File: src/rtl/gba_bus_pkg.sv
// rtl/gba_bus_pkg.sv - shared constants and state encoding for the GBA cartridge ROM-bus responder
// The WRITE state exists only when GBA_CART_WRITE_EN is defined.
package gba_bus_pkg;

  localparam int GBA_ADDR_W      = 24;
  localparam int GBA_DATA_W      = 16;
  localparam int GBA_SYNC_STAGES = 2;

  typedef enum logic [2:0] {
    ST_IDLE,
    ST_FETCH,
    ST_READY,
    ST_DRIVE
`ifdef GBA_CART_WRITE_EN
    ,
    ST_WRITE
`endif
  } gba_state_e;

endpackage

File: src/rtl/bus_sync.sv
// rtl/bus_sync.sv - N-stage synchronizer for one async strobe, with fall/rise pulses
module bus_sync #(
  parameter int   N         = 2,
  parameter logic RESET_VAL = 1'b1
) (
  input  logic clk,
  input  logic rst_n,
  input  logic d_in,
  output logic sync_out,
  output logic fall,
  output logic rise
);

  logic [N-1:0] chain_q, chain_d;
  logic         prev_q, prev_d;

  // shift the pin into the chain; remember the last synchronized level for edge detection
  always_comb begin
    chain_d = {chain_q[N-2:0], d_in};
    prev_d  = chain_q[N-1];
  end

  // strobes idle high, so reset to the idle level to avoid a false edge after reset
  always_ff @(posedge clk or negedge rst_n) begin
    if (!rst_n) begin
      chain_q <= {N{RESET_VAL}};
      prev_q  <= RESET_VAL;
    end else begin
      chain_q <= chain_d;
      prev_q  <= prev_d;
    end
  end

  assign sync_out = chain_q[N-1];
  assign fall     = prev_q & ~sync_out;
  assign rise     = ~prev_q & sync_out;

endmodule

File: src/rtl/gba_cart_responder.sv
// rtl/gba_cart_responder.sv - GBA cartridge ROM-bus responder with prefetching read path (writes via GBA_CART_WRITE_EN)
module gba_cart_responder
  import gba_bus_pkg::*;
#(
  parameter int SYNC_STAGES = GBA_SYNC_STAGES,
  parameter int ADDR_W      = GBA_ADDR_W
) (
  input  logic                  CLK,
  input  logic                  RST_N,
  input  logic                  CS_N,
  input  logic                  RD_N,
  input  logic                  WR_N,
  input  logic [GBA_DATA_W-1:0] AD_in,
  input  logic [ADDR_W-17:0]    A_HI,
  output logic [GBA_DATA_W-1:0] AD_out,
  output logic                  AD_oe,
  output logic [ADDR_W-1:0]     mem_addr,
  output logic                  mem_req,
  input  logic                  mem_ack,
  input  logic [GBA_DATA_W-1:0] mem_rdata,
  output logic                  underrun
`ifdef GBA_CART_WRITE_EN
  ,
  output logic                  mem_we,
  output logic [GBA_DATA_W-1:0] mem_wdata
`endif
);

  localparam logic [ADDR_W-1:0] ADDR_ONE = {{(ADDR_W-1){1'b0}}, 1'b1};

  gba_state_e              state_q, state_d;
  logic [ADDR_W-1:0]       addr_q, addr_d;
  logic [ADDR_W-1:0]       mem_addr_q, mem_addr_d;
  logic [GBA_DATA_W-1:0]   buf_q, buf_d;
  logic [GBA_DATA_W-1:0]   ad_out_q, ad_out_d;
  logic                    ad_oe_q, ad_oe_d;
  logic                    mem_req_q, mem_req_d;
  logic                    underrun_q, underrun_d;
  // early: RD fell before the fetch returned, stale buffer is on the pins
  logic                    early_q, early_d;
  // discard: the outstanding request belongs to an abandoned read
  logic                    discard_q, discard_d;
  logic                    ack;

  logic cs_fall, cs_rise, rd_fall, rd_rise;
  logic unused_cs_level, unused_rd_level;

  bus_sync #(.N(SYNC_STAGES), .RESET_VAL(1'b1)) u_cs_sync (
    .clk(CLK), .rst_n(RST_N), .d_in(CS_N),
    .sync_out(unused_cs_level), .fall(cs_fall), .rise(cs_rise)
  );

  bus_sync #(.N(SYNC_STAGES), .RESET_VAL(1'b1)) u_rd_sync (
    .clk(CLK), .rst_n(RST_N), .d_in(RD_N),
    .sync_out(unused_rd_level), .fall(rd_fall), .rise(rd_rise)
  );

`ifdef GBA_CART_WRITE_EN
  logic                  wr_level, wr_fall, wr_rise;
  logic                  mem_we_q, mem_we_d;
  logic [GBA_DATA_W-1:0] wdata_q, wdata_d;
  logic [GBA_DATA_W-1:0] wcap_q, wcap_d;

  bus_sync #(.N(SYNC_STAGES), .RESET_VAL(1'b1)) u_wr_sync (
    .clk(CLK), .rst_n(RST_N), .d_in(WR_N),
    .sync_out(wr_level), .fall(wr_fall), .rise(wr_rise)
  );
`else
  logic unused_wr_n;
  assign unused_wr_n = WR_N;
`endif

  // an ack only counts while a request is actually outstanding
  assign ack = mem_req_q & mem_ack;

  // state register
  always_ff @(posedge CLK or negedge RST_N) begin
    if (!RST_N) state_q <= ST_IDLE;
    else        state_q <= state_d;
  end

  // next-state logic; CS release overrides everything
  always_comb begin
    state_d = state_q;
    if (cs_rise) begin
      state_d = ST_IDLE;
    end else begin
      case (state_q)
        ST_IDLE:  if (cs_fall) state_d = ST_FETCH;
        ST_FETCH: begin
          if (ack && !discard_q && !(early_q && rd_rise))
            state_d = (early_q || rd_fall) ? ST_DRIVE : ST_READY;
        end
        ST_READY: begin
          if (rd_fall) state_d = ST_DRIVE;
`ifdef GBA_CART_WRITE_EN
          else if (wr_rise) state_d = ST_WRITE;
`endif
        end
        ST_DRIVE: if (rd_rise) state_d = ST_FETCH;
`ifdef GBA_CART_WRITE_EN
        ST_WRITE: if (ack) state_d = ST_FETCH;
`endif
        default:  state_d = ST_IDLE;
      endcase
    end
  end

  // output and datapath next values
  always_comb begin
    addr_d     = addr_q;
    buf_d      = buf_q;
    ad_out_d   = ad_out_q;
    ad_oe_d    = ad_oe_q;
    mem_addr_d = mem_addr_q;
    mem_req_d  = mem_req_q;
    underrun_d = underrun_q;
    early_d    = early_q;
    discard_d  = discard_q;
`ifdef GBA_CART_WRITE_EN
    mem_we_d   = mem_we_q;
    wdata_d    = wdata_q;
    wcap_d     = wcap_q;
`endif

    if (ack) begin
      mem_req_d = 1'b0;
`ifdef GBA_CART_WRITE_EN
      mem_we_d  = 1'b0;
`endif
    end

    if (cs_rise) begin
      ad_oe_d   = 1'b0;
      early_d   = 1'b0;
      discard_d = mem_req_q & ~mem_ack;
    end else begin
      case (state_q)
        ST_IDLE: begin
          if (ack) discard_d = 1'b0;
          if (cs_fall) begin
            addr_d = {A_HI, AD_in};
            if (rd_fall) begin
              underrun_d = 1'b1;
              early_d    = 1'b1;
              ad_oe_d    = 1'b1;
              ad_out_d   = buf_q;
            end
          end
        end
        ST_FETCH: begin
          if (early_q && rd_rise) begin
            // host finished an underrun read before data came back: move on, drop the old fetch
            ad_oe_d   = 1'b0;
            early_d   = 1'b0;
            addr_d    = addr_q + ADDR_ONE;
            discard_d = mem_req_q & ~mem_ack;
          end else begin
            if (discard_q) begin
              if (ack) discard_d = 1'b0;
            end else if (!mem_req_q) begin
              mem_req_d  = 1'b1;
              mem_addr_d = addr_q;
            end else if (ack) begin
              buf_d = mem_rdata;
              if (early_q || rd_fall) begin
                ad_oe_d  = 1'b1;
                ad_out_d = mem_rdata;
                early_d  = 1'b0;
              end
            end
            if (rd_fall && !(ack && !discard_q)) begin
              underrun_d = 1'b1;
              early_d    = 1'b1;
              ad_oe_d    = 1'b1;
              ad_out_d   = buf_q;
            end
          end
        end
        ST_READY: begin
          if (rd_fall) begin
            ad_oe_d  = 1'b1;
            ad_out_d = buf_q;
          end
`ifdef GBA_CART_WRITE_EN
          else begin
            if (wr_fall) wcap_d = AD_in;
            if (wr_rise) begin
              wdata_d    = wcap_q;
              mem_we_d   = 1'b1;
              mem_req_d  = 1'b1;
              mem_addr_d = addr_q;
            end
          end
`endif
        end
        ST_DRIVE: begin
          if (rd_rise) begin
            ad_oe_d = 1'b0;
            addr_d  = addr_q + ADDR_ONE;
          end
        end
`ifdef GBA_CART_WRITE_EN
        ST_WRITE: if (ack) addr_d = addr_q + ADDR_ONE;
`endif
        default: ;
      endcase
    end
  end

  // output and datapath registers; async reset pulls AD_oe low immediately
  always_ff @(posedge CLK or negedge RST_N) begin
    if (!RST_N) begin
      addr_q     <= '0;
      buf_q      <= '0;
      ad_out_q   <= '0;
      ad_oe_q    <= 1'b0;
      mem_addr_q <= '0;
      mem_req_q  <= 1'b0;
      underrun_q <= 1'b0;
      early_q    <= 1'b0;
      discard_q  <= 1'b0;
`ifdef GBA_CART_WRITE_EN
      mem_we_q   <= 1'b0;
      wdata_q    <= '0;
      wcap_q     <= '0;
`endif
    end else begin
      addr_q     <= addr_d;
      buf_q      <= buf_d;
      ad_out_q   <= ad_out_d;
      ad_oe_q    <= ad_oe_d;
      mem_addr_q <= mem_addr_d;
      mem_req_q  <= mem_req_d;
      underrun_q <= underrun_d;
      early_q    <= early_d;
      discard_q  <= discard_d;
`ifdef GBA_CART_WRITE_EN
      mem_we_q   <= mem_we_d;
      wdata_q    <= wdata_d;
      wcap_q     <= wcap_d;
`endif
    end
  end

  assign AD_out   = ad_out_q;
  assign mem_addr = mem_addr_q;
  assign mem_req  = mem_req_q;
  assign underrun = underrun_q;
`ifdef GBA_CART_WRITE_EN
  // never fight the host while it is driving write data
  assign AD_oe     = ad_oe_q & wr_level;
  assign mem_we    = mem_we_q;
  assign mem_wdata = wdata_q;
`else
  assign AD_oe = ad_oe_q;
`endif

endmodule

File: config.mk
export PLATFORM = sky130hd
export DESIGN_NAME = gba_cart_responder
export DESIGN_NICKNAME = d
export VERILOG_FILES = /design/src/rtl/gba_bus_pkg.sv /design/src/rtl/bus_sync.sv /design/src/rtl/gba_cart_responder.sv
export SDC_FILE = /design/constraint.sdc
export NUM_CORES = 1
export LEC_CHECK = 0
export ABC_AREA = 1
export ABC_CLOCK_PERIOD_IN_PS = 2200
export BUFFER_PORTS_ARGS = -buffer_cell sky130_fd_sc_hd__buf_2
export CORE_MARGIN = 5
export CORE_UTILIZATION = 50
export DETAILED_ROUTE_END_ITERATION = 8
export PLACE_DENSITY = 0.78
export RECOVER_POWER = 100
export SLEW_MARGIN = 20
export SYNTH_ARGS = -nofsm -noshare
export SYNTH_HDL_FRONTEND = slang
export SYNTH_SLANG_ARGS = --single-unit
File: constraint.sdc
create_clock -name CLK -period 2.2 [get_ports CLK]
set_input_delay 0.11 -clock CLK [delete_from_list [all_inputs] [get_ports CLK]]
set_output_delay 0.11 -clock CLK [all_outputs]
set_load 0.005 [all_outputs]
Yosys cells after proc, flatten, opt, wreduce, memory -nomap -nowiden
Cells that the tools add are included.
- add/subtract/negate cells: 1
- equality and inequality tests: 23
- multiplexer cells: 56
- bitwise gates (word level): 15
- reduce and logical (&&, ||, !) cells: 23
- operators with widths (operator ; count):
    $mux W16 ; 8
    $mux W24 ; 3
    $pmux W24 S3 ; 1
    $pmux W16 S3 ; 1
    $mux W1 ; 33
    $ne A3 B3 Y1 const B ; 10
    $add A24 B1 Y24 const B ; 1
    $ne A5 B5 Y1 const B ; 4
    $mux W3 ; 5
    $reduce_and A7 Y1 ; 2
    $ne A2 B2 Y1 const B ; 6
    $pmux W3 S4 ; 1
    $reduce_and A6 Y1 ; 2
    $reduce_and A5 Y1 ; 2
    $not A1 Y1 ; 9
    $reduce_bool A3 Y1 ; 3
    $reduce_and A8 Y1 ; 1
    $and A1 B1 Y1 ; 6
    $eq A3 B2 Y1 const B ; 2
    $pmux W1 S2 ; 3
    $reduce_bool A5 Y1 ; 1
    $logic_and A1 B1 Y1 ; 4
    $pmux W1 S4 ; 1
    $reduce_and A4 Y1 ; 1
    other kinds (6) ; 8
- register bits after elaboration: 94
- output and inout port bits: 43
- logic and storage cells: 132

Longest topological paths before layout
- word-level depth: 11
- depth in mapped cells: 12

Hierarchy
From an unflattened synthesis, not the netlist that was laid out.
- cells, all modules: 625
- area total of the unflattened synthesis: 4729.5 um^2
- by module, submodules not included (module ; instances ; cells an instance ; area an instance (um^2) ; seq. area each (um^2)):
    gba_cart_responder ; 1 ; 611 ; 4541.9 ; 2177.1
    bus_sync ; 2 ; 7 ; 93.8 ; 78.8

Worst setup path after synthesis
No wires, ideal clock.
- path kind: reg2reg
- start: reg u_cs_sync.prev_q
- end: reg ad_out_q[10] (netlist: AD_out[10])
- data arrival time: 1586 ps
- required time: 2084 ps
- slack: 498 ps
- stages on the path, launching flop included: 10
- period minus slack after synthesis: 1702 ps
- path through: dfstp_2 inv_1 ha_1 nor2_4 nand2_2 nor2_4 nand4_4 buf_2 nand2_1 nand2_1
- word-level cells in the longest chain between the ends: 4
- ends and longest elaborated chain (item ; line ; text):
    from (decl) ; bus_sync.sv:15 ; logic prev_q, prev_d;
    from (signal assigned) ; bus_sync.sv:30 ; prev_q <= prev_d;
    parallel branches: the longest is 3 deep, another holds $ne A2 B2 Y1 ; -- ;
    $reduce_and A8 Y1 (no source line) (*) ; -- ;
    to (signal assigned) ; gba_cart_responder.sv:231 ; ad_out_q <= ad_out_d;
    to (decl) ; gba_cart_responder.sv:35 ; logic [GBA_DATA_W-1:0] ad_out_q, ad_out_d;
Mark *: on every way between the ends.
A chain may end at the register's enable or synchronous reset.

Final worst setup path
- start: reg state_q[0]
- end: reg ad_out_q[10] (netlist: AD_out[10])
- word-level cells in the longest chain between the ends: 3
- ends and longest elaborated chain (item ; line ; text):
    from (decl) ; gba_cart_responder.sv:31 ; gba_state_e state_q, state_d;
    from (signal assigned) ; gba_cart_responder.sv:79 ; else state_q <= state_d;
    $eq A3 B1 Y1 (tied with other cells) ; gba_cart_responder.sv:138 ; case (state_q)
    $ne A3 B3 Y1 (no source line) (tied with other cells) ; -- ;
    $reduce_and A8 Y1 (no source line) ; -- ;
Parallel ways exist; a longest one is shown, timed or not.

==> results.md <==
- Crit-path max cell delay: 0.45 ns
- Final hold vios: 0
- Detailed Route Iter0 Violations: 295
- Max_cap viols: 0
- P&R area growth vs syn: 16.9%
- RSZ-0062 raised after global routing: no
- CP dominant cell by count: nand2_1
- Critical path class: reg2reg
- Vias: roughly 4500
- Grt ovf: 0
- WP buf/inv: 3
- Top layer reached by signal wires: met4
- Vias/cell: 5.10
- Net Count, Synth: about 700
- Clock slew at reported path FFs: 0.10 ns
- Nets@finish: 799
- DRC: 0
- GP Congestion: a little over 0.9
- Least-Margin Pin Slew: roughly 1.1 ns
- Setup TNS: 0 ns
- Initial cell density of the core: 50.7%
- CP max-delay cell: dfrtp_1
- Wire length on met2: between 5000 and 6000 um
- Die W: ~110 um
- Post-synthesis sequential area ratio: 47.5%
- Clk sink count: 93
- Most used DFF post-synth: dfrtp_1
- Clk buf depth: 2
- N_diodes: 0
- Maximum number of pins on one net before global-route repair: just under 50
- Post-synthesis cell area: 4910 sq um
- GRT Total Usage: 21.3%
- Die height: 109 um
- Period utilization: 91.6%
- Drt first pass iters: 5
- Status: complete, no violations
- Number of routed nets with antenna violations: 0
- CP endpoint kind: flip-flop
- Slew Limit Fails: 0
- Register Area: around 2300 sq um
- Worst-path cell chain: inv_1 -> ha_1 -> inv_2 -> nor2_1 -> nor2_4 -> nand2_1 -> nor2_1 -> nand4_4 -> buf_4 -> nand2_1 -> nand2_1
- Yosys reg bits: 93
- H-tree depth: 3
- CTS tree: done
- Fin crit period: a little over 2 ns
- Largest delay contributor family on the critical path: simple AND/OR/NAND/NOR gates
- Core Rows: 36
- Layout cells sized above 1: 16.4%
- First-pass GRT wire length: about 20000 um
- Number of global-route vias before repair: between 4000 and 5000
- Avg WL per Cell: between 10 and 15 um
- Die area: 11900 sq um
- Metal1 wirelength: 5180 um
- Initial antenna violation count: 0
- Static Leak: just under 3 nW
- Power per Cell Area: 1360 nW/um^2
- Setup violators final: 0
- Hold Path Class: in2reg
- Cts bufs inserted: 9
- EDFF count, synth: 0
- Post-DP HPWL: 8590 um
- Core Region: 9680 sq um
- Async set-reset flop share out of synthesis: 100%
- Synth Warn #: 0
- PortBufs: 87
- Fin Clk Skew: 0.0108 ns
- Root buffer cell: clkbuf_8
- Fmax: 496 MHz
- Maximum VDD drop: 0.000641 V
- Number of fill cells: 924
- Num ports: 89
- Synth cell types: 37
- Final WL: around 12000 um
- Post-route worst setup slack: between 0.15 and 0.2 ns
- Mapped Cells: 642
- Worst relative slew slack: between 20% and 30%
- Multi-input logic area: 2140 sq um
- Worst slack, placed: 0.248 ns
- Syn_area_per_cell: 7.65 sq um
- Skew-Pair Late Insertion Delay: 0.37 ns
- CP required: 2.47 ns
- Critical-path maximum fanout: 16
- Met3 wire length: around 870 um
- Signal arrival time at the worst endpoint: 2.29 ns
- Startpoint Class: flip-flop
[worst min-delay path: stages]
cell and delay (ns):
buf_2 0.08, a21oi_1 0.05, a21oi_1 0.11
[state kept, by name, summed over array words and instances (netlist names), 2 cells and up]
register / count
buf_q: 16
addr_q: 24
mem_addr: 24
u_cs_sync.chain_q: 2
state_q: 2
u_rd_sync.chain_q: 2
AD_out: 16
[kinds of logic after synthesis]
kind of cell	Yosys count	synth area share, %
and+or+nand+nor	325	28.3
AOI/OAI and AO/OA	117	12.9
buffers and inverters	94	8.30
DFF	93	47.5
adders and majority gates	9	2.29
xor gates and xnor gates	4	0.713
[repair_timing]
action                                 in CTS  in global routing
setup endpoints to repair                   0                  0
endpoints found under the hold margin      48                  0
hold buffers                               14                  0
resized for setup                           0                  0
setup buffers                               0                  0
[cell usage in the layout, fill, tap and decap left out, drive strengths merged]
cell type | netlist | layout
and2 | 1 | 1
nand3 | 31 | 31
o21ai | 87 | 87
nand2 | 224 | 224
ha | 9 | 9
dlygate4sd3 | 0 | 14
clkbuf | 4 | 33
a31oi | 1 | 1
o211ai | 1 | 1
or2 | 3 | 3
dfrtp | 87 | 87
a21oi | 22 | 22
nand4 | 4 | 4
buf | 19 | 77
dfstp | 6 | 6
o22ai | 2 | 2
xor2 | 4 | 4
o31ai | 2 | 2
nor3 | 2 | 2
a21boi | 1 | 1
nor2 | 60 | 60
inv | 71 | 74
a21o | 1 | 1
clkinv | 0 | 3
[per-layer routing]
layer / track usage [%] / vias to the layer above
li1: - / 2222
met1: 27.8 / 2091
met2: 34.1 / 156
met3: 4.74 / 26
met4: 9.11 / 0
met5: 0 / -
[through the flow]
stage	hold WS, ns	cell area, sq um	instances	total power [mW]	util [%]
floorplan	-0.186	4910	642	5.64	-
global placement	0.138	5480	852	6.57	56.5
detailed placement	0.144	5480	852	6.80	56.5
CTS	0.00738	5810	882	7.97	60.0
global route	0.0267	5740	882	8.56	59.3
finish	0.0170	5740	882	7.81	59.3
[cells in the mapped netlist (2+ instances only)]
| library cell | count | area, sq um |
|---|---|---|
| a21oi_1 | 22 | 110 |
| buf_2 | 12 | 60.1 |
| buf_4 | 4 | 30.0 |
| buf_6 | 3 | 33.8 |
| clkbuf_1 | 4 | 15.0 |
| dfrtp_1 | 87 | 2180 |
| dfstp_2 | 6 | 158 |
| ha_1 | 9 | 113 |
| inv_1 | 65 | 244 |
| inv_2 | 5 | 18.8 |
| nand2_1 | 218 | 818 |
| nand2_2 | 4 | 25.0 |
| nand2_4 | 2 | 22.5 |
| nand3_1 | 29 | 145 |
| nand3_2 | 2 | 20.0 |
| nand4_1 | 2 | 12.5 |
| nor2_1 | 51 | 191 |
| nor2_2 | 3 | 18.8 |
| nor2_4 | 6 | 67.6 |
| nor3_1 | 2 | 10.0 |
| o21ai_0 | 64 | 320 |
| o21ai_1 | 17 | 85.1 |
| o21ai_2 | 5 | 43.8 |
| o22ai_1 | 2 | 12.5 |
| o31ai_1 | 2 | 15.0 |
| or2_0 | 2 | 12.5 |
| xor2_1 | 4 | 35.0 |
[power by group]
part	internal (mW)	switching [mW]	total, mW
Sequential	2.45	0.566	3.02
Combinational	1.33	2.34	3.66
Clock	0.464	0.664	1.13
Total	4.24	3.57	7.81
[worst paths after layout]
kind | startpoint | to | slack [ns] | depth (start not counted)
max in group asynchronous | RST_N | addr_q[20] | 0.48 | 3
hold / removal | AD_in[12] | addr_q[12] | 0.02 | 3
hold reg to reg | u_rd_sync.chain_q[0] | u_rd_sync.chain_q[1] | 0.36 | 0
setup / recovery | state_q[0] | AD_out[10] | 0.19 | 11
min in group asynchronous | RST_N | buf_q[7] | 0.45 | 2
setup reg to reg | state_q[0] | AD_out[10] | 0.19 | 11
[cell type report]
class / instances / area share, %
Tap cell: 133 / 2.90
Clock buffer: 10 / 2.40
Timing Repair Buffer: 114 / 11.1
Multi-Input combinational cell: 455 / 37.3
Clock inverter: 6 / 0.958
Inverter: 71 / 4.68
Sequential cell: 93 / 40.6
Note: power is estimated with default switching activity, not from simulation.
